`config.mk`:
```
export PLATFORM = sky130hd
export DESIGN_NAME = uart_cmd_ctrl
export DESIGN_NICKNAME = d
export VERILOG_FILES = /design/src/rtl/la_cmd_pkg.sv /design/src/rtl/async_level_strobe.sv /design/src/rtl/uart_cmd_ctrl.sv
export SDC_FILE = /design/constraint.sdc
export NUM_CORES = 1
export LEC_CHECK = 0
export ABC_AREA = 1
export BUFFER_PORTS_ARGS = -buffer_cell sky130_fd_sc_hd__buf_2
export CAP_MARGIN = 20
export CORE_MARGIN = 5
export CORE_UTILIZATION = 35
export CTS_CLUSTER_SIZE = 24
export DETAILED_ROUTE_END_ITERATION = 6
export SYNTH_ARGS = -nofsm -noshare
export SYNTH_HDL_FRONTEND = slang
export SYNTH_SLANG_ARGS = --single-unit
export TNS_END_PERCENT = 100
```
`constraint.sdc`:
```
create_clock -name i_clk -period 1.93 [get_ports i_clk]
set_clock_uncertainty 0.05 [all_clocks]
set_input_delay 0.386 -clock i_clk [delete_from_list [all_inputs] [get_ports i_clk]]
set_output_delay 0.386 -clock i_clk [all_outputs]
set_load 0.02 [all_outputs]
```
`src/rtl/la_cmd_pkg.sv`:
```
// ============================================================================
// Module  : la_cmd_pkg
// Brief   : Opcodes, error codes, FSM encoding and defaults for uart_cmd_ctrl
// Revision: 1.0 - initial release
// ============================================================================
`default_nettype none

package la_cmd_pkg;

  localparam logic [7:0] OP_DEFAULTS = 8'h00;
  localparam logic [7:0] OP_ARM      = 8'h01;
  localparam logic [7:0] OP_ABORT    = 8'h02;
  localparam logic [7:0] OP_DIV      = 8'h10;
  localparam logic [7:0] OP_MASK     = 8'h11;
  localparam logic [7:0] OP_VALUE    = 8'h12;
  localparam logic [7:0] OP_EDGE     = 8'h13;
  localparam logic [7:0] OP_COUNT    = 8'h14;

  localparam logic [1:0] ERR_NONE       = 2'd0;
  localparam logic [1:0] ERR_UNKNOWN_OP = 2'd1;
  localparam logic [1:0] ERR_TIMEOUT    = 2'd2;
  localparam logic [1:0] ERR_BUSY       = 2'd3;

  localparam logic [31:0] LA_DEFAULT_DIV   = 32'd50;
  localparam logic [15:0] LA_DEFAULT_COUNT = 16'd1024;

  typedef enum logic [1:0] {
    ST_IDLE   = 2'd0,
    ST_ARGS   = 2'd1,
    ST_COMMIT = 2'd2
  } state_e;

  function automatic logic op_known(input logic [7:0] op);
    case (op)
      OP_DEFAULTS, OP_ARM, OP_ABORT,
      OP_DIV, OP_MASK, OP_VALUE, OP_EDGE, OP_COUNT: op_known = 1'b1;
      default:                                      op_known = 1'b0;
    endcase
  endfunction

  function automatic logic [2:0] arg_len(input logic [7:0] op);
    case (op)
      OP_DIV:                      arg_len = 3'd4;
      OP_COUNT:                    arg_len = 3'd2;
      OP_MASK, OP_VALUE, OP_EDGE:  arg_len = 3'd1;
      default:                     arg_len = 3'd0;
    endcase
  endfunction

endpackage

`default_nettype wire

```
`src/rtl/async_level_strobe.sv`:
```
// ============================================================================
// Module  : async_level_strobe
// Brief   : 2-flop synchronizer plus rising-edge detector -> one-cycle strobe
// Revision: 1.0 - initial release
// ============================================================================
`default_nettype none

module async_level_strobe (
  input  logic clk_i,
  input  logic rst_ni,
  input  logic level_i,
  output logic strobe_o
);

  logic sync1_q;
  logic sync2_q;
  logic prev_q;

  always_ff @(posedge clk_i or negedge rst_ni) begin
    if (!rst_ni) begin
      sync1_q <= 1'b0;
      sync2_q <= 1'b0;
      prev_q  <= 1'b0;
    end else begin
      sync1_q <= level_i;
      sync2_q <= sync1_q;
      prev_q  <= sync2_q;
    end
  end

  assign strobe_o = sync2_q & ~prev_q;

endmodule

`default_nettype wire

```
`src/rtl/uart_cmd_ctrl.sv`:
```
// ============================================================================
// Module  : uart_cmd_ctrl
// Brief   : Frames UART bytes into commands and commits capture configuration
// Revision: 1.0 - initial release
// ============================================================================
`default_nettype none

module uart_cmd_ctrl
  import la_cmd_pkg::*;
#(
  parameter int          CHANNELS       = 8,
  parameter int          TIMEOUT_CYCLES = 2500000,
  parameter logic [31:0] DEFAULT_DIV    = LA_DEFAULT_DIV,
  parameter logic [15:0] DEFAULT_COUNT  = LA_DEFAULT_COUNT
) (
  input  logic                i_clk,
  input  logic                _rst,
  input  logic [7:0]          i_rx_data,
  input  logic                i_rx_avail,
  input  logic                i_capturing,
  output logic [31:0]         o_sample_div,
  output logic [15:0]         o_sample_count,
  output logic [CHANNELS-1:0] o_trig_mask,
  output logic [CHANNELS-1:0] o_trig_value,
  output logic [CHANNELS-1:0] o_trig_edge,
  output logic                o_cfg_update,
  output logic                o_arm,
  output logic                o_abort,
  output logic                o_err,
  output logic [1:0]          o_err_code
);

  localparam int TW = $clog2(TIMEOUT_CYCLES + 1);

  logic w_strobe;

  async_level_strobe u_strobe (
    .clk_i    (i_clk),
    .rst_ni   (_rst),
    .level_i  (i_rx_avail),
    .strobe_o (w_strobe)
  );

  state_e              state_q,     state_d;
  logic [7:0]          op_q,        op_d;
  logic [2:0]          left_q,      left_d;
  logic [31:0]         shadow_q,    shadow_d;
  logic [TW-1:0]       tmo_q,       tmo_d;
  logic                pend_q,      pend_d;
  logic [7:0]          pend_data_q, pend_data_d;
  logic [31:0]         div_q,       div_d;
  logic [15:0]         count_q,     count_d;
  logic [CHANNELS-1:0] mask_q,      mask_d;
  logic [CHANNELS-1:0] value_q,     value_d;
  logic [CHANNELS-1:0] tedge_q,     tedge_d;
  logic                cfg_q,       cfg_d;
  logic                arm_q,       arm_d;
  logic                abort_q,     abort_d;
  logic                err_q,       err_d;
  logic [1:0]          code_q,      code_d;

  logic       w_vld;
  logic [7:0] w_byte;
  logic [7:0] w_arg8;

  // A byte parked during COMMIT takes priority over a fresh strobe.
  assign w_vld  = pend_q | w_strobe;
  assign w_byte = pend_q ? pend_data_q : i_rx_data;
  assign w_arg8 = shadow_q[31:24];

  always_comb begin
    state_d     = state_q;
    op_d        = op_q;
    left_d      = left_q;
    shadow_d    = shadow_q;
    tmo_d       = tmo_q;
    pend_d      = pend_q;
    pend_data_d = pend_data_q;
    div_d       = div_q;
    count_d     = count_q;
    mask_d      = mask_q;
    value_d     = value_q;
    tedge_d     = tedge_q;
    cfg_d       = 1'b0;
    arm_d       = 1'b0;
    abort_d     = 1'b0;
    err_d       = 1'b0;
    code_d      = code_q;

    if (state_q == ST_COMMIT) begin
      if (w_strobe) begin
        pend_d      = 1'b1;
        pend_data_d = i_rx_data;
      end
    end else if (pend_q) begin
      pend_d = w_strobe;
      if (w_strobe) pend_data_d = i_rx_data;
    end

    if (state_q != ST_ARGS || w_vld) tmo_d = '0;
    else                             tmo_d = tmo_q + TW'(1);

    case (state_q)
      ST_IDLE: begin
        if (w_vld) begin
          if (op_known(w_byte)) begin
            op_d     = w_byte;
            left_d   = arg_len(w_byte);
            shadow_d = '0;
            state_d  = (arg_len(w_byte) == 3'd0) ? ST_COMMIT : ST_ARGS;
          end else begin
            err_d  = 1'b1;
            code_d = ERR_UNKNOWN_OP;
          end
        end
      end

      ST_ARGS: begin
        if (w_vld) begin
          // Little-endian: shifting right leaves the final arguments MSB-aligned.
          shadow_d = {w_byte, shadow_q[31:8]};
          left_d   = left_q - 3'd1;
          if (left_q == 3'd1) state_d = ST_COMMIT;
        end else if (tmo_q == TW'(TIMEOUT_CYCLES - 1)) begin
          err_d    = 1'b1;
          code_d   = ERR_TIMEOUT;
          shadow_d = '0;
          state_d  = ST_IDLE;
        end
      end

      ST_COMMIT: begin
        state_d = ST_IDLE;
        if (op_q == OP_ABORT) begin
          abort_d = 1'b1;
        end else if (i_capturing) begin
          err_d  = 1'b1;
          code_d = ERR_BUSY;
        end else begin
          case (op_q)
            OP_DEFAULTS: begin
              div_d   = DEFAULT_DIV;
              count_d = DEFAULT_COUNT;
              mask_d  = '0;
              value_d = '0;
              tedge_d = '0;
              cfg_d   = 1'b1;
            end
            OP_ARM:   arm_d = 1'b1;
            OP_DIV: begin
              div_d = shadow_q;
              cfg_d = 1'b1;
            end
            OP_COUNT: begin
              count_d = shadow_q[31:16];
              cfg_d   = 1'b1;
            end
            OP_MASK: begin
              mask_d = w_arg8[CHANNELS-1:0];
              cfg_d  = 1'b1;
            end
            OP_VALUE: begin
              value_d = w_arg8[CHANNELS-1:0];
              cfg_d   = 1'b1;
            end
            OP_EDGE: begin
              tedge_d = w_arg8[CHANNELS-1:0];
              cfg_d   = 1'b1;
            end
            default: ;
          endcase
        end
      end

      default: state_d = ST_IDLE;
    endcase
  end

  always_ff @(posedge i_clk or negedge _rst) begin
    if (!_rst) begin
      state_q     <= ST_IDLE;
      op_q        <= '0;
      left_q      <= '0;
      shadow_q    <= '0;
      tmo_q       <= '0;
      pend_q      <= 1'b0;
      pend_data_q <= '0;
      div_q       <= DEFAULT_DIV;
      count_q     <= DEFAULT_COUNT;
      mask_q      <= '0;
      value_q     <= '0;
      tedge_q     <= '0;
      cfg_q       <= 1'b0;
      arm_q       <= 1'b0;
      abort_q     <= 1'b0;
      err_q       <= 1'b0;
      code_q      <= ERR_NONE;
    end else begin
      state_q     <= state_d;
      op_q        <= op_d;
      left_q      <= left_d;
      shadow_q    <= shadow_d;
      tmo_q       <= tmo_d;
      pend_q      <= pend_d;
      pend_data_q <= pend_data_d;
      div_q       <= div_d;
      count_q     <= count_d;
      mask_q      <= mask_d;
      value_q     <= value_d;
      tedge_q     <= tedge_d;
      cfg_q       <= cfg_d;
      arm_q       <= arm_d;
      abort_q     <= abort_d;
      err_q       <= err_d;
      code_q      <= code_d;
    end
  end

  assign o_sample_div   = div_q;
  assign o_sample_count = count_q;
  assign o_trig_mask    = mask_q;
  assign o_trig_value   = value_q;
  assign o_trig_edge    = tedge_q;
  assign o_cfg_update   = cfg_q;
  assign o_arm          = arm_q;
  assign o_abort        = abort_q;
  assign o_err          = err_q;
  assign o_err_code     = code_q;

endmodule

`default_nettype wire

```
## Word level (Yosys, flattened, before mapping)

Memories as Yosys holds them, arrays and structs flattened.
Index checks and enable logic that the tools add are counted.

| storage, ports and cells | value |
|---|---|
| bits in latches | 0 |
| RAM bits | 0 |
| register bits after elaboration | 157 |
| memories | 1 |
| word-level logic and storage cells | 139 |
| memory bits (read-only) | 32 |
| output and inout port bits | 78 |

| operators by class | value |
|---|---|
| bitwise gates (word level) | 5 |
| order comparisons | 0 |
| div/mod/pow operators | 0 |
| add/sub/neg operators | 2 |
| shift operators | 0 |
| mux-type cells | 58 |
| reduce and logical (&&, ||, !) cells | 25 |
| multipliers | 0 |
| equal/unequal tests | 28 |

Memory list:

| name | depth | width | rd ports | clocked after memory_dff | wr ports | line | RTL |
|---|---|---|---|---|---|---|---|
| (no name shown) | 32 | 1 | 1 | 0 | 0 | la_cmd_pkg.sv:34 | `case (op)` |

Operator list:

| kind | count |
|---|---|
| $mux W32 | 4 |
| $pmux W32 S2 | 2 |
| $eq A8 B5 Y1 const B | 10 |
| $pmux W8 S2 | 3 |
| $mux W8 | 4 |
| $pmux W16 S2 | 1 |
| $reduce_and A4 Y1 | 8 |
| $mux W2 | 12 |
| $add A22 B1 Y22 const B | 1 |
| $eq A22 B22 Y1 const B | 1 |
| $mux W1 | 22 |
| $mux W22 | 1 |
| $ne A2 B2 Y1 const B | 9 |
| $reduce_bool A2 Y1 | 7 |
| $mux W3 | 4 |
| $pmux W3 S3 | 1 |
| $eq A8 B1 Y1 const B | 1 |
| $eq A8 B2 Y1 const B | 1 |
| $logic_not A8 Y1 | 1 |
| $reduce_and A7 Y1 | 1 |
| $logic_not A3 Y1 | 2 |
| $ne A3 B3 Y1 const B | 2 |
| $pmux W2 S3 | 1 |
| $pmux W3 S2 | 1 |
| 16 further kinds | 18 |

## Longest topological paths before layout

Gate-level depths: netlist of the first run.

| depth | value |
|---|---|
| word-level depth | 13 |
| mapped depth | 12 |
| depth with buffers taken out | 12 |

## Hierarchy

From an unflattened synthesis of the first run, not the netlist that was laid out.

| second synthesis, totals | value |
|---|---|
| cell total of the unflattened synthesis | 835 |
| area total of the unflattened synthesis | 7,100.6 µm² |

Modules (own cells, without submodules):

| module | area each (µm²) | cells each | instances |
|---|---|---|---|
| uart_cmd_ctrl | 7,015.5 | 830 | 1 |
| async_level_strobe | 85.1 | 5 | 1 |

## Worst setup path before layout of the first run

No wires, ideal clock.

| timing | value |
|---|---|
| path type | flip-flop to flip-flop |
| start point | register state_q[0] |
| end point | register div_q[0], in the netlist o_sample_div[0] |
| required time | 1,762 ps |
| slack | 53 ps |
| arrival time | 1,709 ps |
| library setup time | 118 ps |
| clock period less this slack | 1,877 ps |
| cell stages (with the launch flop) | 12 |
| cells stage by stage | dfrtp_1 > inv_1 > ha_1 > inv_2 > nor2_1 > inv_2 > nor2_1 > nand2_1 > buf_2 > buf_2 > nand3_1 > nand2_1 |

| between the ends | value |
|---|---|
| longest elaborated chain between the ends | 2 |

RTL lines:

| item | line | RTL |
|---|---|---|
| start: declaration | uart_cmd_ctrl.sv:44 | `state_e state_q, state_d;` |
| start signal: assignment | uart_cmd_ctrl.sv:199 | `state_q <= state_d;` |
| $eq A2 B2 Y1 | uart_cmd_ctrl.sv:103 | `case (state_q)` |
| $reduce_and A4 Y1 (no source line) | - |  |
| end signal: assignment | uart_cmd_ctrl.sv:206 | `div_q <= div_d;` |
| end: declaration | uart_cmd_ctrl.sv:51 | `logic [31:0] div_q, div_d;` |

Every way passes these cells.
A chain may end at the register's enable or synchronous reset.

## Worst setup path in the final report of the first run

| timing | value |
|---|---|
| start point | register pend_q |
| end point | register shadow_q[8] |

| between the ends | value |
|---|---|
| longest elaborated chain between the ends | 7 |
| elaborated cells between the ends (all ways) | 13 |
| classes of those cells | 3 x eq/ne; 6 x mux; 1 x bitwise; 2 x reduce/logical; 1 x memory |

RTL lines:

| item | line | RTL |
|---|---|---|
| start: declaration | uart_cmd_ctrl.sv:49 | `logic pend_q, pend_d;` |
| start signal: assignment | uart_cmd_ctrl.sv:204 | `pend_q <= pend_d;` |
| $mux W8 | uart_cmd_ctrl.sv:68 | `assign w_byte = pend_q ? pend_data_q : i_rx_data;` |
| $mem_v2 Z32 W1 / $logic_not A3 Y1 (equally long branches) | - |  |
| $mux W1 | la_cmd_pkg.sv:34 |  |
| $mux W1 | uart_cmd_ctrl.sv:105 | `if (w_vld) begin` |
| $mux W1 | uart_cmd_ctrl.sv:103 |  |
| $ne A2 B2 Y1 (no source line) | - |  |
| $reduce_and A4 Y1 (no source line) | - |  |
| end signal: assignment | uart_cmd_ctrl.sv:202 | `shadow_q <= shadow_d;` |
| end: declaration | uart_cmd_ctrl.sv:47 | `logic [31:0] shadow_q, shadow_d;` |

Several ways; a longest one is shown, not always the timed one. The select of a mux whose other input is x is not followed.

==> impl_results.html, run 1 <==
<table>
<tr><th>Metric</th><th>Value</th></tr>
<tr><th colspan="2">Worst setup path</th></tr>
<tr><td>CP Max Fanout</td><td>8</td></tr>
<tr><td>Crit Path Class</td><td>reg2reg</td></tr>
<tr><td>Category of the worst setup path capture point</td><td>flip-flop</td></tr>
<tr><td>Length in cells of the worst reg-to-reg path</td><td>10</td></tr>
<tr><td>Worst setup slack for register-to-register paths</td><td>0.05 ns</td></tr>
<tr><td>Critical Path AT</td><td>2.15 ns</td></tr>
<tr><td>Endpoint of the worst register-to-register path</td><td>shadow_q[8]</td></tr>
<tr><td>Data required time of the critical path</td><td>2.20 ns</td></tr>
<tr><td>Launch point of the worst reg-to-reg path</td><td>pend_q</td></tr>
<tr><td>Startpoint types</td><td>flip-flop</td></tr>
<tr><th colspan="2">GRT</th></tr>
<tr><td>Via count of the first global-routing pass</td><td>5746</td></tr>
<tr><td>Maximum number of pins on one net before global-route repair</td><td>60</td></tr>
<tr><td>GRT overflow</td><td>0</td></tr>
<tr><td>Global router's overall resource usage</td><td>0.154</td></tr>
<tr><td>Global-route wire length before repair</td><td>29600 microns</td></tr>
<tr><td>Antenna violations before repair</td><td>0</td></tr>
<tr><th colspan="2">Cells and area</th></tr>
<tr><td>Area added between synthesis and finish</td><td>26.3%</td></tr>
<tr><td>Multi-input gate area in the final layout</td><td>2770 sq um</td></tr>
<tr><td>Fill cells</td><td>1983</td></tr>
<tr><td>Final-stage net count</td><td>983</td></tr>
<tr><td>Storage element area</td><td>3940 sq um</td></tr>
<tr><td>Commonest non-fill, non-tap cell in the layout</td><td>sky130_fd_sc_hd__nand2_1</td></tr>
<tr><td>Most frequent cells in the layout</td><td>175 x sky130_fd_sc_hd__nand2_1, 152 x sky130_fd_sc_hd__dfrtp_1, 111 x sky130_fd_sc_hd__nand3_1</td></tr>
<tr><td>ANT cells</td><td>0</td></tr>
<tr><td>Utilization after layout</td><td>0.447</td></tr>
<tr><td>Share of cells above drive strength 1</td><td>0.231</td></tr>
<tr><th colspan="2">Timing</th></tr>
<tr><td>Fmax achieved</td><td>0.531 GHz</td></tr>
<tr><td>Worst path setup slack after routing</td><td>0.0480 ns</td></tr>
<tr><td>Relative max-transition margin</td><td>0.557</td></tr>
<tr><td>Number of max-slew violations in the final report</td><td>0</td></tr>
<tr><td>Hold violation total from the final report</td><td>0</td></tr>
<tr><td>Total of endpoints with negative setup slack in the final report</td><td>0</td></tr>
<tr><td>Tightest Pin Transition</td><td>0.660 ns</td></tr>
<tr><td>Setup TNS Final</td><td>0 ns</td></tr>
<tr><td>Minimum hold slack</td><td>0.187 ns</td></tr>
<tr><td>Part of the cycle the worst path needs</td><td>0.975</td></tr>
<tr><td>Min Tclk post-route</td><td>1.88 ns</td></tr>
<tr><th colspan="2">Logic synthesis</th></tr>
<tr><td>Warnings from Yosys</td><td>0</td></tr>
<tr><td>Dominant cells by area after synthesis</td><td>sky130_fd_sc_hd__dfrtp_1 54%, sky130_fd_sc_hd__nand2_1 9.6%, sky130_fd_sc_hd__nand3_1 7.9%, sky130_fd_sc_hd__o21ai_0 6.2%, sky130_fd_sc_hd__nor2_1 4.6%</td></tr>
<tr><td>Library cell occupying the most area in the post-synthesis netlist</td><td>sky130_fd_sc_hd__dfrtp_1</td></tr>
<tr><td>Sequential element share of the synthesized area</td><td>0.553</td></tr>
<tr><td>Mean instance size in the synthesized netlist</td><td>8.52 sq um</td></tr>
<tr><td>Summed instance area of the synthesized netlist</td><td>7120 sq um</td></tr>
<tr><td>Synth Instances</td><td>835</td></tr>
<tr><td>Share of the synthesized area in the top cell type</td><td>0.538</td></tr>
<tr><td>Net count after synthesis</td><td>855</td></tr>
<tr><td>Synth Flop Type</td><td>sky130_fd_sc_hd__dfrtp_1</td></tr>
<tr><td>Synth cell types</td><td>38</td></tr>
<tr><td>Register bit total from synthesis</td><td>157</td></tr>
<tr><td>Synth async-reset ratio</td><td>1.00</td></tr>
<tr><td>Number of enable-type register cells in the synthesized netlist</td><td>0</td></tr>
<tr><th colspan="2">Min path</th></tr>
<tr><td>Number of stages on the worst hold path</td><td>2</td></tr>
<tr><td>Type of the most critical hold path</td><td>in2reg</td></tr>
<tr><td>Hold Crit Start</td><td>i_rx_data[4]</td></tr>
<tr><td>End point of the worst hold path</td><td>pend_data_q[4]</td></tr>
<tr><th colspan="2">Die</th></tr>
<tr><td>Core outline area</td><td>20100 sq um</td></tr>
<tr><td>Floorplan die height</td><td>153 microns</td></tr>
<tr><td># IOs</td><td>90</td></tr>
<tr><td>Area of the die</td><td>23300 sq um</td></tr>
<tr><td>Floorplan row count</td><td>52</td></tr>
<tr><td>Effective utilization at floorplan</td><td>0.354</td></tr>
<tr><td>Width of the chip</td><td>153 microns</td></tr>
<tr><th colspan="2">Clocking</th></tr>
<tr><td>Clock tree root buffer cell</td><td>sky130_fd_sc_hd__clkbuf_16</td></tr>
<tr><td>Clock tree from TritonCTS</td><td>yes</td></tr>
<tr><td>Clock slew at reported path FFs</td><td>0.07 ns</td></tr>
<tr><td>TritonCTS Sinks</td><td>157</td></tr>
<tr><td>H-tree depth</td><td>4</td></tr>
<tr><td>Clock buffer depth</td><td>2</td></tr>
<tr><td>Number of CTS-inserted buffers</td><td>17</td></tr>
<tr><td>Skew-Pair Late Insertion Delay</td><td>0.43 ns</td></tr>
<tr><th colspan="2">Placed design</th></tr>
<tr><td>Post-Place Setup Slack</td><td>-0.00660 ns</td></tr>
<tr><td>Routability Congestion</td><td>0.884</td></tr>
<tr><td>Buffers on Ports</td><td>89</td></tr>
<tr><td>HPWL reported at the end of detailed placement</td><td>12700 microns</td></tr>
<tr><th colspan="2">Power</th></tr>
<tr><td>Switching portion of total power</td><td>0.310</td></tr>
<tr><td>Clk pwr share</td><td>0.395</td></tr>
<tr><td>Net switching power of the design</td><td>0.00277 W</td></tr>
<tr><td>Worst supply voltage drop on vdd</td><td>775 uV</td></tr>
<tr><td>Leakage</td><td>4.50 nW</td></tr>
<tr><td>Part of the power in registers</td><td>0.408</td></tr>
<tr><td>Power density of the placed cells</td><td>993 nW/um^2</td></tr>
<tr><td>Logic gate share of total power</td><td>0.197</td></tr>
<tr><td>Internal power</td><td>0.00616 W</td></tr>
<tr><th colspan="2">Detailed routing</th></tr>
<tr><td>Wirelength per Cell</td><td>14.6 microns</td></tr>
<tr><td>Post-DR vias/cell</td><td>4.80</td></tr>
<tr><td>Pre-antenna DRT Iters</td><td>5</td></tr>
<tr><td>Via count of the routed design</td><td>5978</td></tr>
<tr><td>Total length of routed wires</td><td>18200 microns</td></tr>
<tr><td>Iteration-0 DRC Markers</td><td>458</td></tr>
<tr><td>Remaining antenna violation count</td><td>0</td></tr>
<tr><td>Total DRC errors in the routed layout</td><td>0</td></tr>
<tr><th colspan="2">Run status</th></tr>
<tr><td>Status</td><td>finished clean</td></tr>
<tr><th colspan="2">Flow run</th></tr>
<tr><td>Maximum capacitance violations</td><td>0</td></tr>
</table>
-- power groups by stage --
stage               sequential [W]  combinational [W]  clock [W]
global placement           0.00369            0.00150          0
global route               0.00368            0.00196    0.00375
detailed placement         0.00370            0.00151          0
finish                     0.00365            0.00176    0.00352
CTS                        0.00364            0.00155    0.00361
floorplan                  0.00371           0.000970          0
-- area by class of cell --
class	instances	share of cell area
clock inverter	15	0.0212
clock buffer	17	0.0473
multi-input combinational	562	0.309
inverter	86	0.0362
timing repair buffer	139	0.111
sequential	157	0.438
tap	270	0.0376
-- metal layers --
layer,wire length [microns],GRT usage,share of wire
met3,911,0.0420,0.050
met4,226,0.0378,0.012
met1,8790,0.221,0.48
met2,8230,0.234,0.45
met5,0,0,0
-- cell families (layout without fill, tap and decap cells) --
| group | Yosys count | in the layout | synth area share |
|---|---|---|---|
| compound gates | 120 | 120 | 0.0918 |
| xor+xnor | 3 | 3 | 0.00369 |
| fa+ha+maj | 8 | 8 | 0.0141 |
| buf+inv | 119 | 257 | 0.0730 |
| flops | 157 | 157 | 0.553 |
| mux | 1 | 1 | 0.00158 |
| simple gates | 427 | 430 | 0.263 |
-- registers in the layout, indices dropped and copies added (netlist names), 2 cells and up --
register,count
o_sample_div,32
shadow_q,32
tmo_q,22
o_sample_count,16
o_trig_edge,8
o_trig_mask,8
o_trig_value,8
op_q,8
pend_data_q,8
left_q,3
o_err_code,2
state_q,2
-- worst max-delay path: stages (launching register included) --
cell                        delay (ns)
sky130_fd_sc_hd__dfrtp_2          0.45
sky130_fd_sc_hd__buf_6            0.15
sky130_fd_sc_hd__nand2_1          0.06
sky130_fd_sc_hd__nand2_1          0.11
sky130_fd_sc_hd__nor2_2           0.15
sky130_fd_sc_hd__nor2_2           0.06
sky130_fd_sc_hd__nand3_2          0.11
sky130_fd_sc_hd__nand3_4          0.24
sky130_fd_sc_hd__clkbuf_16        0.26
sky130_fd_sc_hd__nand3_1          0.07
sky130_fd_sc_hd__nand2_1          0.06
-- worst max-delay path by stage --
stage	from	endpoint	slack (ns)	cells after the start
final	pend_q	shadow_q[8]	0.05	10
after global routing	pend_q	shadow_q[27]	-0.05	10
after CTS	tmo_q[0]	state_q[1]	0.008	11
after detailed placement	state_q[0]	o_trig_edge[6]	-0.007	10
after global placement	state_q[0]	o_trig_edge[4]	0.02	9
after floorplan	state_q[0]	o_sample_div[0]	0.05	11
-- synth_stat cells (2+ instances only) --
library cell                 n
sky130_fd_sc_hd__inv_1      80
sky130_fd_sc_hd__o21ai_1     6
sky130_fd_sc_hd__buf_6       6
sky130_fd_sc_hd__nor2_2      4
sky130_fd_sc_hd__dfrtp_1   153
sky130_fd_sc_hd__nor2_4      2
sky130_fd_sc_hd__xor2_1      2
sky130_fd_sc_hd__nand2_1   182
sky130_fd_sc_hd__buf_2       7
sky130_fd_sc_hd__o22a_1      3
sky130_fd_sc_hd__a31oi_1     2
sky130_fd_sc_hd__o22ai_1     2
sky130_fd_sc_hd__nor2_1     87
sky130_fd_sc_hd__ha_1        8
sky130_fd_sc_hd__inv_2       6
sky130_fd_sc_hd__nand3_2     2
sky130_fd_sc_hd__nor3_1     16
sky130_fd_sc_hd__a21oi_1    12
sky130_fd_sc_hd__o21ai_0    88
sky130_fd_sc_hd__o211ai_1    2
sky130_fd_sc_hd__dfstp_2     4
sky130_fd_sc_hd__nand4_1     6
sky130_fd_sc_hd__nand2_2    10
sky130_fd_sc_hd__nand3b_1    2
sky130_fd_sc_hd__clkbuf_1   12
sky130_fd_sc_hd__buf_4       5
sky130_fd_sc_hd__buf_1       3
sky130_fd_sc_hd__nand3_1   113
-- through the flow --
step / instances / power [W] / instance area, sq um
after global placement: 1204 / 0.00519 / 8120
after global routing: 1246 / 0.00939 / 8990
after CTS: 1238 / 0.00880 / 8780
after detailed placement: 1204 / 0.00521 / 8120
after floorplan: 835 / 0.00468 / 7120
final: 1246 / 0.00893 / 8990
-- timing repair --
action / in CTS / in global routing
hold buffers: 2 / 0
pin swaps: 0 / 6
gates cloned: 0 / 5
setup endpoints to repair: 24 / 85
gates resized for setup: 5 / 28
buffers inserted: 0 / 3
hold endpoints to repair: 33 / 0
Power figures use the tool's default switching activity.
==> run 2: changes to the inputs <==
--- a/config.mk
+++ b/config.mk
@@ -9,9 +9,11 @@
 export BUFFER_PORTS_ARGS = -buffer_cell sky130_fd_sc_hd__buf_2
 export CAP_MARGIN = 20
 export CORE_MARGIN = 5
-export CORE_UTILIZATION = 35
+export CORE_UTILIZATION = 52
 export CTS_CLUSTER_SIZE = 24
 export DETAILED_ROUTE_END_ITERATION = 6
+export PLACE_DENSITY = 0.76
+export SETUP_SLACK_MARGIN = 0.3
 export SYNTH_ARGS = -nofsm -noshare
 export SYNTH_HDL_FRONTEND = slang
 export SYNTH_SLANG_ARGS = --single-unit
==> run 2 against run 1 <==
The run now ends with negative setup slack left. Combinational power rose by 53%. Global-route usage is 8.3 points higher. Critical endpoint is now state_q[1]. Sequential share of layout area fell by 5.1 points. First-iteration DRC count increased by 45%.
==> impl_results.html, run 2 (same netlist as run 1, synthesis figures left out) <==
<table>
<tr><th>Metric</th><th>Value</th></tr>
<tr><th colspan="2">Run status</th></tr>
<tr><td>Status</td><td>complete, but fails checks</td></tr>
<tr><td>Violations in the final reports</td><td>negative setup slack</td></tr>
<tr><th colspan="2">GRT</th></tr>
<tr><td>Global router's overall resource usage</td><td>0.237</td></tr>
<tr><td>Maximum number of pins on one net before global-route repair</td><td>48</td></tr>
<tr><td>Via count of the first global-routing pass</td><td>6107</td></tr>
<tr><td>GRT overflow</td><td>0</td></tr>
<tr><td>Antenna violations before repair</td><td>0</td></tr>
<tr><td>Global-route wire length before repair</td><td>30800 microns</td></tr>
<tr><th colspan="2">Clocking</th></tr>
<tr><td>Clock tree root buffer cell</td><td>sky130_fd_sc_hd__clkbuf_16</td></tr>
<tr><td>Clock slew at reported path FFs</td><td>0.06 ns</td></tr>
<tr><td>Skew-Pair Late Insertion Delay</td><td>0.43 ns</td></tr>
<tr><td>Clock buffer depth</td><td>2</td></tr>
<tr><td>Number of CTS-inserted buffers</td><td>17</td></tr>
<tr><td>H-tree depth</td><td>4</td></tr>
<tr><td>TritonCTS Sinks</td><td>157</td></tr>
<tr><td>Clock tree from TritonCTS</td><td>yes</td></tr>
<tr><th colspan="2">Timing</th></tr>
<tr><td>Fmax achieved</td><td>0.516 GHz</td></tr>
<tr><td>Setup TNS Final</td><td>-0.00642 ns</td></tr>
<tr><td>Tightest Pin Transition</td><td>0.497 ns</td></tr>
<tr><td>Relative max-transition margin</td><td>0.668</td></tr>
<tr><td>Hold violation total from the final report</td><td>0</td></tr>
<tr><td>Worst path setup slack after routing</td><td>-0.00642 ns</td></tr>
<tr><td>Part of the cycle the worst path needs</td><td>1.00</td></tr>
<tr><td>Unrepaired setup endpoints after global routing</td><td>true</td></tr>
<tr><td>Total of endpoints with negative setup slack in the final report</td><td>1</td></tr>
<tr><td>Number of max-slew violations in the final report</td><td>0</td></tr>
<tr><td>Min Tclk post-route</td><td>1.94 ns</td></tr>
<tr><th colspan="2">Worst setup path</th></tr>
<tr><td>Category of the worst setup path capture point</td><td>flip-flop</td></tr>
<tr><td>Startpoint types</td><td>flip-flop</td></tr>
<tr><td>Critical path buffers and inverters</td><td>5</td></tr>
<tr><td>Slowest cell on the critical path</td><td>sky130_fd_sc_hd__dfrtp_2</td></tr>
<tr><td>Worst setup slack for register-to-register paths</td><td>-0.006 ns</td></tr>
<tr><td>Critical path, cell by cell</td><td>clkinv_4 -&gt; buf_12 -&gt; o21ai_4 -&gt; inv_2 -&gt; nand2_2 -&gt; inv_2 -&gt; a21oi_4 -&gt; buf_4 -&gt; nand3_2 -&gt; nand2_1 -&gt; nand2_1</td></tr>
<tr><td>Endpoint of the worst register-to-register path</td><td>state_q[1]</td></tr>
<tr><td>Launching instance or port of the critical path</td><td>pend_q</td></tr>
<tr><td>Critical Path AT</td><td>2.19 ns</td></tr>
<tr><td>Crit Path Class</td><td>reg2reg</td></tr>
<tr><td>Family with the most delay on the worst path</td><td>buffers and inverters</td></tr>
<tr><td>CP Max Fanout</td><td>8</td></tr>
<tr><td>Data required time of the critical path</td><td>2.18 ns</td></tr>
<tr><td>Launch point of the worst reg-to-reg path</td><td>pend_q</td></tr>
<tr><td>Peak per-stage delay on the critical path</td><td>0.43 ns</td></tr>
<tr><td>Length in cells of the worst reg-to-reg path</td><td>11</td></tr>
<tr><th colspan="2">Detailed routing</th></tr>
<tr><td>Remaining antenna violation count</td><td>0</td></tr>
<tr><td>Iteration-0 DRC Markers</td><td>663</td></tr>
<tr><td>Pre-antenna DRT Iters</td><td>5</td></tr>
<tr><td>Total length of routed wires</td><td>22400 microns</td></tr>
<tr><td>Wirelength per Cell</td><td>18.7 microns</td></tr>
<tr><td>Via count of the routed design</td><td>6909</td></tr>
<tr><td>Total DRC errors in the routed layout</td><td>0</td></tr>
<tr><td>Post-DR vias/cell</td><td>5.76</td></tr>
<tr><th colspan="2">Min path</th></tr>
<tr><td>End point of the worst hold path</td><td>u_strobe.sync1_q</td></tr>
<tr><td>Type of the most critical hold path</td><td>in2reg</td></tr>
<tr><td>Hold Crit Start</td><td>i_rx_avail</td></tr>
<tr><td>Number of stages on the worst hold path</td><td>1</td></tr>
<tr><th colspan="2">Power</th></tr>
<tr><td>Switching portion of total power</td><td>0.317</td></tr>
<tr><td>Total Power Consumption</td><td>0.00988 W</td></tr>
<tr><td>Worst supply voltage drop on vdd</td><td>677 uV</td></tr>
<tr><td>Internal power</td><td>0.00676 W</td></tr>
<tr><td>Clk pwr share</td><td>0.354</td></tr>
<tr><td>Part of the power in registers</td><td>0.373</td></tr>
<tr><td>Leakage</td><td>4.94 nW</td></tr>
<tr><td>Power density of the placed cells</td><td>970 nW/um^2</td></tr>
<tr><td>Net switching power of the design</td><td>0.00313 W</td></tr>
<tr><td>Logic gate share of total power</td><td>0.273</td></tr>
<tr><th colspan="2">Die</th></tr>
<tr><td>Effective utilization at floorplan</td><td>0.533</td></tr>
<tr><td>Floorplan die height</td><td>127 microns</td></tr>
<tr><td>Floorplan row count</td><td>42</td></tr>
<tr><td>Width of the chip</td><td>127 microns</td></tr>
<tr><td>Core outline area</td><td>13300 sq um</td></tr>
<tr><td># IOs</td><td>90</td></tr>
<tr><td>Area of the die</td><td>16100 sq um</td></tr>
<tr><th colspan="2">Cells and area</th></tr>
<tr><td>Area added between synthesis and finish</td><td>43.2%</td></tr>
<tr><td>ANT cells</td><td>0</td></tr>
<tr><td>Final-stage net count</td><td>1030</td></tr>
<tr><td>Multi-input gate area in the final layout</td><td>3480 sq um</td></tr>
<tr><td>Commonest non-fill, non-tap cell in the layout</td><td>sky130_fd_sc_hd__dfrtp_1</td></tr>
<tr><td>Most frequent cells in the layout</td><td>150 x sky130_fd_sc_hd__dfrtp_1, 132 x sky130_fd_sc_hd__nand2_1, 88 x sky130_fd_sc_hd__buf_2</td></tr>
<tr><td>Share of cells above drive strength 1</td><td>0.388</td></tr>
<tr><td>Fill cells</td><td>831</td></tr>
<tr><td>Storage element area</td><td>3940 sq um</td></tr>
<tr><td>Post-route cell area</td><td>10200 sq um</td></tr>
<tr><th colspan="2">Placed design</th></tr>
<tr><td>Placed Instance Area</td><td>8190 sq um</td></tr>
<tr><td>Buffers on Ports</td><td>89</td></tr>
<tr><td>Post-Place Setup Slack</td><td>-0.0172 ns</td></tr>
<tr><td>Routability Congestion</td><td>0.846</td></tr>
<tr><td>HPWL reported at the end of detailed placement</td><td>11500 microns</td></tr>
<tr><th colspan="2">Flow run</th></tr>
<tr><td>Maximum capacitance violations</td><td>0</td></tr>
</table>
[run 2: power by group through the flow]
stage                     logic (W)  clock network, W  registers (W)
after floorplan             0.00102                 0        0.00371
after global placement      0.00145                 0        0.00369
after detailed placement    0.00147                 0        0.00369
after CTS                   0.00198           0.00351        0.00365
after global routing        0.00286           0.00369        0.00371
final                       0.00269           0.00350        0.00369
[run 2: layout make-up]
cell class | instances | share of cell area
flip-flops and latches | 157 | 0.386
multi-input cells | 563 | 0.342
repair buffers | 185 | 0.156
clock buffers | 23 | 0.0479
inverters | 86 | 0.0335
well taps | 176 | 0.0216
clock inverters | 9 | 0.0130
[run 2: stage by stage]
step	utilization	cells	hold WS (ns)
2_1_floorplan	-	835	0.0404
3_3_place_gp	0.613	1104	0.284
3_5_place_dp	0.613	1104	0.290
4_1_cts	0.700	1160	0.00866
5_1_grt	0.763	1199	0.00517
6_report	0.763	1199	0.0194
[run 2: worst reg2reg max path, cell delays in order (launching register included)]
cell and delay [ns]:
sky130_fd_sc_hd__dfrtp_2 0.43, sky130_fd_sc_hd__clkinv_4 0.13, sky130_fd_sc_hd__buf_12 0.15, sky130_fd_sc_hd__o21ai_4 0.14
sky130_fd_sc_hd__inv_2 0.08, sky130_fd_sc_hd__nand2_2 0.08, sky130_fd_sc_hd__inv_2 0.05, sky130_fd_sc_hd__a21oi_4 0.26
sky130_fd_sc_hd__buf_4 0.18, sky130_fd_sc_hd__nand3_2 0.09, sky130_fd_sc_hd__nand2_1 0.10, sky130_fd_sc_hd__nand2_1 0.07
[run 2: routing by layer]
layer,GRT usage,up-vias,share of wire
met4,0.0808,0,0.041
met5,0,-,0
met3,0.0451,94,0.075
met1,0.325,3362,0.39
met2,0.382,375,0.50
li1,-,3078,-
[run 2: worst max-delay path by stage]
stage | end | depth (start not counted)
global route | state_q[1] | 11
finish | state_q[1] | 11
CTS | shadow_q[6] | 12
detailed placement | shadow_q[29] | 9
floorplan | shadow_q[15] | 11
global placement | o_trig_edge[2] | 8
[run 2: what timing repair did]
item / 4_1_cts / 5_1_grt
buffers inserted: 19 / 28
setup endpoints to repair: 131 / 134
hold buffers: 1 / 0
resized for setup: 77 / 123
pin swaps: 24 / 27
gates cloned: 4 / 11
hold endpoints to repair: 39 / 0
==> run 3: changes to the inputs <==
--- a/config.mk
+++ b/config.mk
@@ -8,6 +8,7 @@
 export ABC_AREA = 1
 export BUFFER_PORTS_ARGS = -buffer_cell sky130_fd_sc_hd__buf_2
 export CAP_MARGIN = 20
+export CORE_ASPECT_RATIO = 1.25
 export CORE_MARGIN = 5
 export CORE_UTILIZATION = 52
 export CTS_CLUSTER_SIZE = 24
==> run 3 against run 2 <==
The run ends with design-rule violations, negative setup slack left. Global-route usage rose by 1.5 points. Core utilization decreased by 1.6 points. Power shrank 6.5%. Non-clock buffer count up 1. Flip-flop and latch count is the same. Via count is 3.7% lower. Worst setup slack improved by 0.0059 ns. Hold slack got worse by 0.0039 ns.
==> impl_results.html, run 3 (same netlist as run 1, synthesis figures left out) <==
<table>
<tr><th>Metric</th><th>Value</th></tr>
<tr><th colspan="2">Die</th></tr>
<tr><td>Floorplan die height</td><td>141 microns</td></tr>
<tr><td>Area of the die</td><td>16100 sq um</td></tr>
<tr><td>Floorplan row count</td><td>47</td></tr>
<tr><td>Core outline area</td><td>13300 sq um</td></tr>
<tr><td>Width of the chip</td><td>115 microns</td></tr>
<tr><td>Effective utilization at floorplan</td><td>0.533</td></tr>
<tr><td># IOs</td><td>90</td></tr>
<tr><th colspan="2">Worst setup path</th></tr>
<tr><td>Launch point of the worst reg-to-reg path</td><td>pend_q</td></tr>
<tr><td>Critical path, cell by cell</td><td>buf_6 -&gt; nand2_1 -&gt; nand2_2 -&gt; nand3_2 -&gt; nand2_4 -&gt; nand2_1 -&gt; nand3_1 -&gt; nor2_1 -&gt; nor2_1 -&gt; nor2_1</td></tr>
<tr><td>CP Max Fanout</td><td>4</td></tr>
<tr><td>Critical path buffers and inverters</td><td>1</td></tr>
<tr><td>Endpoint of the worst register-to-register path</td><td>o_err</td></tr>
<tr><td>Family with the most delay on the worst path</td><td>simple AND/OR/NAND/NOR gates</td></tr>
<tr><td>Crit Path Class</td><td>reg2reg</td></tr>
<tr><td>Length in cells of the worst reg-to-reg path</td><td>10</td></tr>
<tr><td>Peak per-stage delay on the critical path</td><td>0.46 ns</td></tr>
<tr><td>Crit-path most repeated cell</td><td>sky130_fd_sc_hd__nor2_1</td></tr>
<tr><td>Category of the worst setup path capture point</td><td>flip-flop</td></tr>
<tr><td>Data required time of the critical path</td><td>2.22 ns</td></tr>
<tr><td>Worst setup slack for register-to-register paths</td><td>-0.0005 ns</td></tr>
<tr><td>Slowest cell on the critical path</td><td>sky130_fd_sc_hd__dfrtp_2</td></tr>
<tr><td>Startpoint types</td><td>flip-flop</td></tr>
<tr><td>Critical Path AT</td><td>2.22 ns</td></tr>
<tr><th colspan="2">Detailed routing</th></tr>
<tr><td>Wirelength per Cell</td><td>17.9 microns</td></tr>
<tr><td>Via count of the routed design</td><td>6656</td></tr>
<tr><td>Pre-antenna DRT Iters</td><td>7</td></tr>
<tr><td>Post-DR vias/cell</td><td>5.58</td></tr>
<tr><td>Total length of routed wires</td><td>21300 microns</td></tr>
<tr><td>Remaining antenna violation count</td><td>0</td></tr>
<tr><td>Total DRC errors in the routed layout</td><td>3</td></tr>
<tr><td>Iteration-0 DRC Markers</td><td>516</td></tr>
<tr><th colspan="2">Timing</th></tr>
<tr><td>Tightest Pin Transition</td><td>0.505 ns</td></tr>
<tr><td>Total of endpoints with negative setup slack in the final report</td><td>1</td></tr>
<tr><td>Worst path setup slack after routing</td><td>-0.000536 ns</td></tr>
<tr><td>Fmax achieved</td><td>0.518 GHz</td></tr>
<tr><td>Unrepaired setup endpoints after global routing</td><td>true</td></tr>
<tr><td>Number of max-slew violations in the final report</td><td>0</td></tr>
<tr><td>Hold violation total from the final report</td><td>0</td></tr>
<tr><td>Setup TNS Final</td><td>-0.000536 ns</td></tr>
<tr><td>Relative max-transition margin</td><td>0.662</td></tr>
<tr><td>Part of the cycle the worst path needs</td><td>1.00</td></tr>
<tr><td>Min Tclk post-route</td><td>1.93 ns</td></tr>
<tr><th colspan="2">Placed design</th></tr>
<tr><td>Routability Congestion</td><td>0.846</td></tr>
<tr><td>HPWL reported at the end of detailed placement</td><td>12000 microns</td></tr>
<tr><td>Number of cells after detailed placement</td><td>1100</td></tr>
<tr><td>Buffers on Ports</td><td>89</td></tr>
<tr><td>Placed Instance Area</td><td>8200 sq um</td></tr>
<tr><th colspan="2">GRT</th></tr>
<tr><td>Global-route wire length before repair</td><td>32800 microns</td></tr>
<tr><td>Maximum number of pins on one net before global-route repair</td><td>42</td></tr>
<tr><td>GRT overflow</td><td>0</td></tr>
<tr><td>Antenna violations before repair</td><td>0</td></tr>
<tr><td>Global router's overall resource usage</td><td>0.252</td></tr>
<tr><td>Via count of the first global-routing pass</td><td>6626</td></tr>
<tr><th colspan="2">Power</th></tr>
<tr><td>Leakage</td><td>4.92 nW</td></tr>
<tr><td>Worst supply voltage drop on vdd</td><td>694 uV</td></tr>
<tr><td>Power density of the placed cells</td><td>926 nW/um^2</td></tr>
<tr><td>Total Power Consumption</td><td>0.00924 W</td></tr>
<tr><th colspan="2">Cells and area</th></tr>
<tr><td>Post-route cell area</td><td>9980 sq um</td></tr>
<tr><td>Most frequent cells in the layout</td><td>155 x sky130_fd_sc_hd__nand2_1, 152 x sky130_fd_sc_hd__dfrtp_1, 88 x sky130_fd_sc_hd__buf_2</td></tr>
<tr><td>Area added between synthesis and finish</td><td>40.2%</td></tr>
<tr><td>Share of cells above drive strength 1</td><td>0.355</td></tr>
<tr><td>ANT cells</td><td>0</td></tr>
<tr><td>Fill cells</td><td>846</td></tr>
<tr><td>Commonest non-fill, non-tap cell in the layout</td><td>sky130_fd_sc_hd__nand2_1</td></tr>
<tr><td>Number of standard cells in the final layout excluding fillers</td><td>1192</td></tr>
<tr><td>Final-stage net count</td><td>1028</td></tr>
<tr><th colspan="2">Min path</th></tr>
<tr><td>Number of stages on the worst hold path</td><td>1</td></tr>
<tr><td>End point of the worst hold path</td><td>u_strobe.sync1_q</td></tr>
<tr><td>Hold Crit Start</td><td>i_rx_avail</td></tr>
<tr><td>Type of the most critical hold path</td><td>in2reg</td></tr>
<tr><th colspan="2">Run status</th></tr>
<tr><td>Status</td><td>complete, but fails checks</td></tr>
<tr><td>Violations in the final reports</td><td>design-rule violations, negative setup slack</td></tr>
<tr><th colspan="2">Clocking</th></tr>
<tr><td>TritonCTS Sinks</td><td>157</td></tr>
<tr><td>Clock slew at reported path FFs</td><td>0.07 ns</td></tr>
<tr><td>Clock tree from TritonCTS</td><td>yes</td></tr>
<tr><td>Clock buffer depth</td><td>2</td></tr>
<tr><td>Clock tree root buffer cell</td><td>sky130_fd_sc_hd__clkbuf_16</td></tr>
<tr><td>H-tree depth</td><td>4</td></tr>
<tr><td>Number of CTS-inserted buffers</td><td>17</td></tr>
<tr><td>Skew-Pair Late Insertion Delay</td><td>0.42 ns</td></tr>
<tr><th colspan="2">Flow run</th></tr>
<tr><td>Maximum capacitance violations</td><td>0</td></tr>
</table>
## run 3: cell type report
class / count / area, sq um / area share
well taps: 171 / 214 / 0.0214
inverters: 86 / 334 / 0.0335
multi-input cells: 560 / 3270 / 0.328
clock buffers: 19 / 443 / 0.0444
repair buffers: 186 / 1650 / 0.165
clock inverters: 13 / 133 / 0.0133
flip-flops and latches: 157 / 3940 / 0.394
## run 3: routing by layer
| metal | GRT usage | share of wire | vias up |
|---|---|---|---|
| met2 | 0.442 | 0.53 | 301 |
| met5 | 0 | 0 | - |
| met1 | 0.301 | 0.38 | 3208 |
| met3 | 0.0476 | 0.061 | 73 |
| met4 | 0.104 | 0.037 | 0 |
| li1 | - | - | 3074 |
## run 3: worst max-delay path by stage
| stage | startpoint | end | slack [ns] | depth (start not counted) |
|---|---|---|---|---|
| after global routing | pend_q | o_err | -0.11 | 10 |
| after floorplan | tmo_q[0] | shadow_q[15] | 0.17 | 11 |
| after global placement | pend_q | shadow_q[3] | 0.08 | 11 |
| after CTS | tmo_q[0] | shadow_q[24] | 0.17 | 11 |
| after detailed placement | pend_q | shadow_q[2] | 0.05 | 11 |
| final | pend_q | o_err | -0.0005 | 10 |
## run 3: what timing repair did
action,CTS,global route
setup endpoints to repair,130,143
hold endpoints to repair,36,0
pin swaps,18,20
setup buffers,34,15
gates resized for setup,78,75
gates cloned,8,2
hold buffers,1,0
## run 3: power by group
part	total [W]	internal, W	switching [W]
Clock	0.00327	0.00184	0.00143
Combinational	0.00228	0.000864	0.00141
Sequential	0.00370	0.00351	0.000183
## run 3: metrics by stage
step / hold WS (ns) / setup slack, ns / utilization
final: 0.0155 / -0.000536 / 0.748
after global routing: 0.0158 / -0.109 / 0.748
after CTS: 0.00555 / 0.172 / 0.720
after detailed placement: 0.285 / 0.0481 / 0.614
after global placement: 0.281 / 0.0810 / 0.614
after floorplan: 0.0404 / 0.169 / -
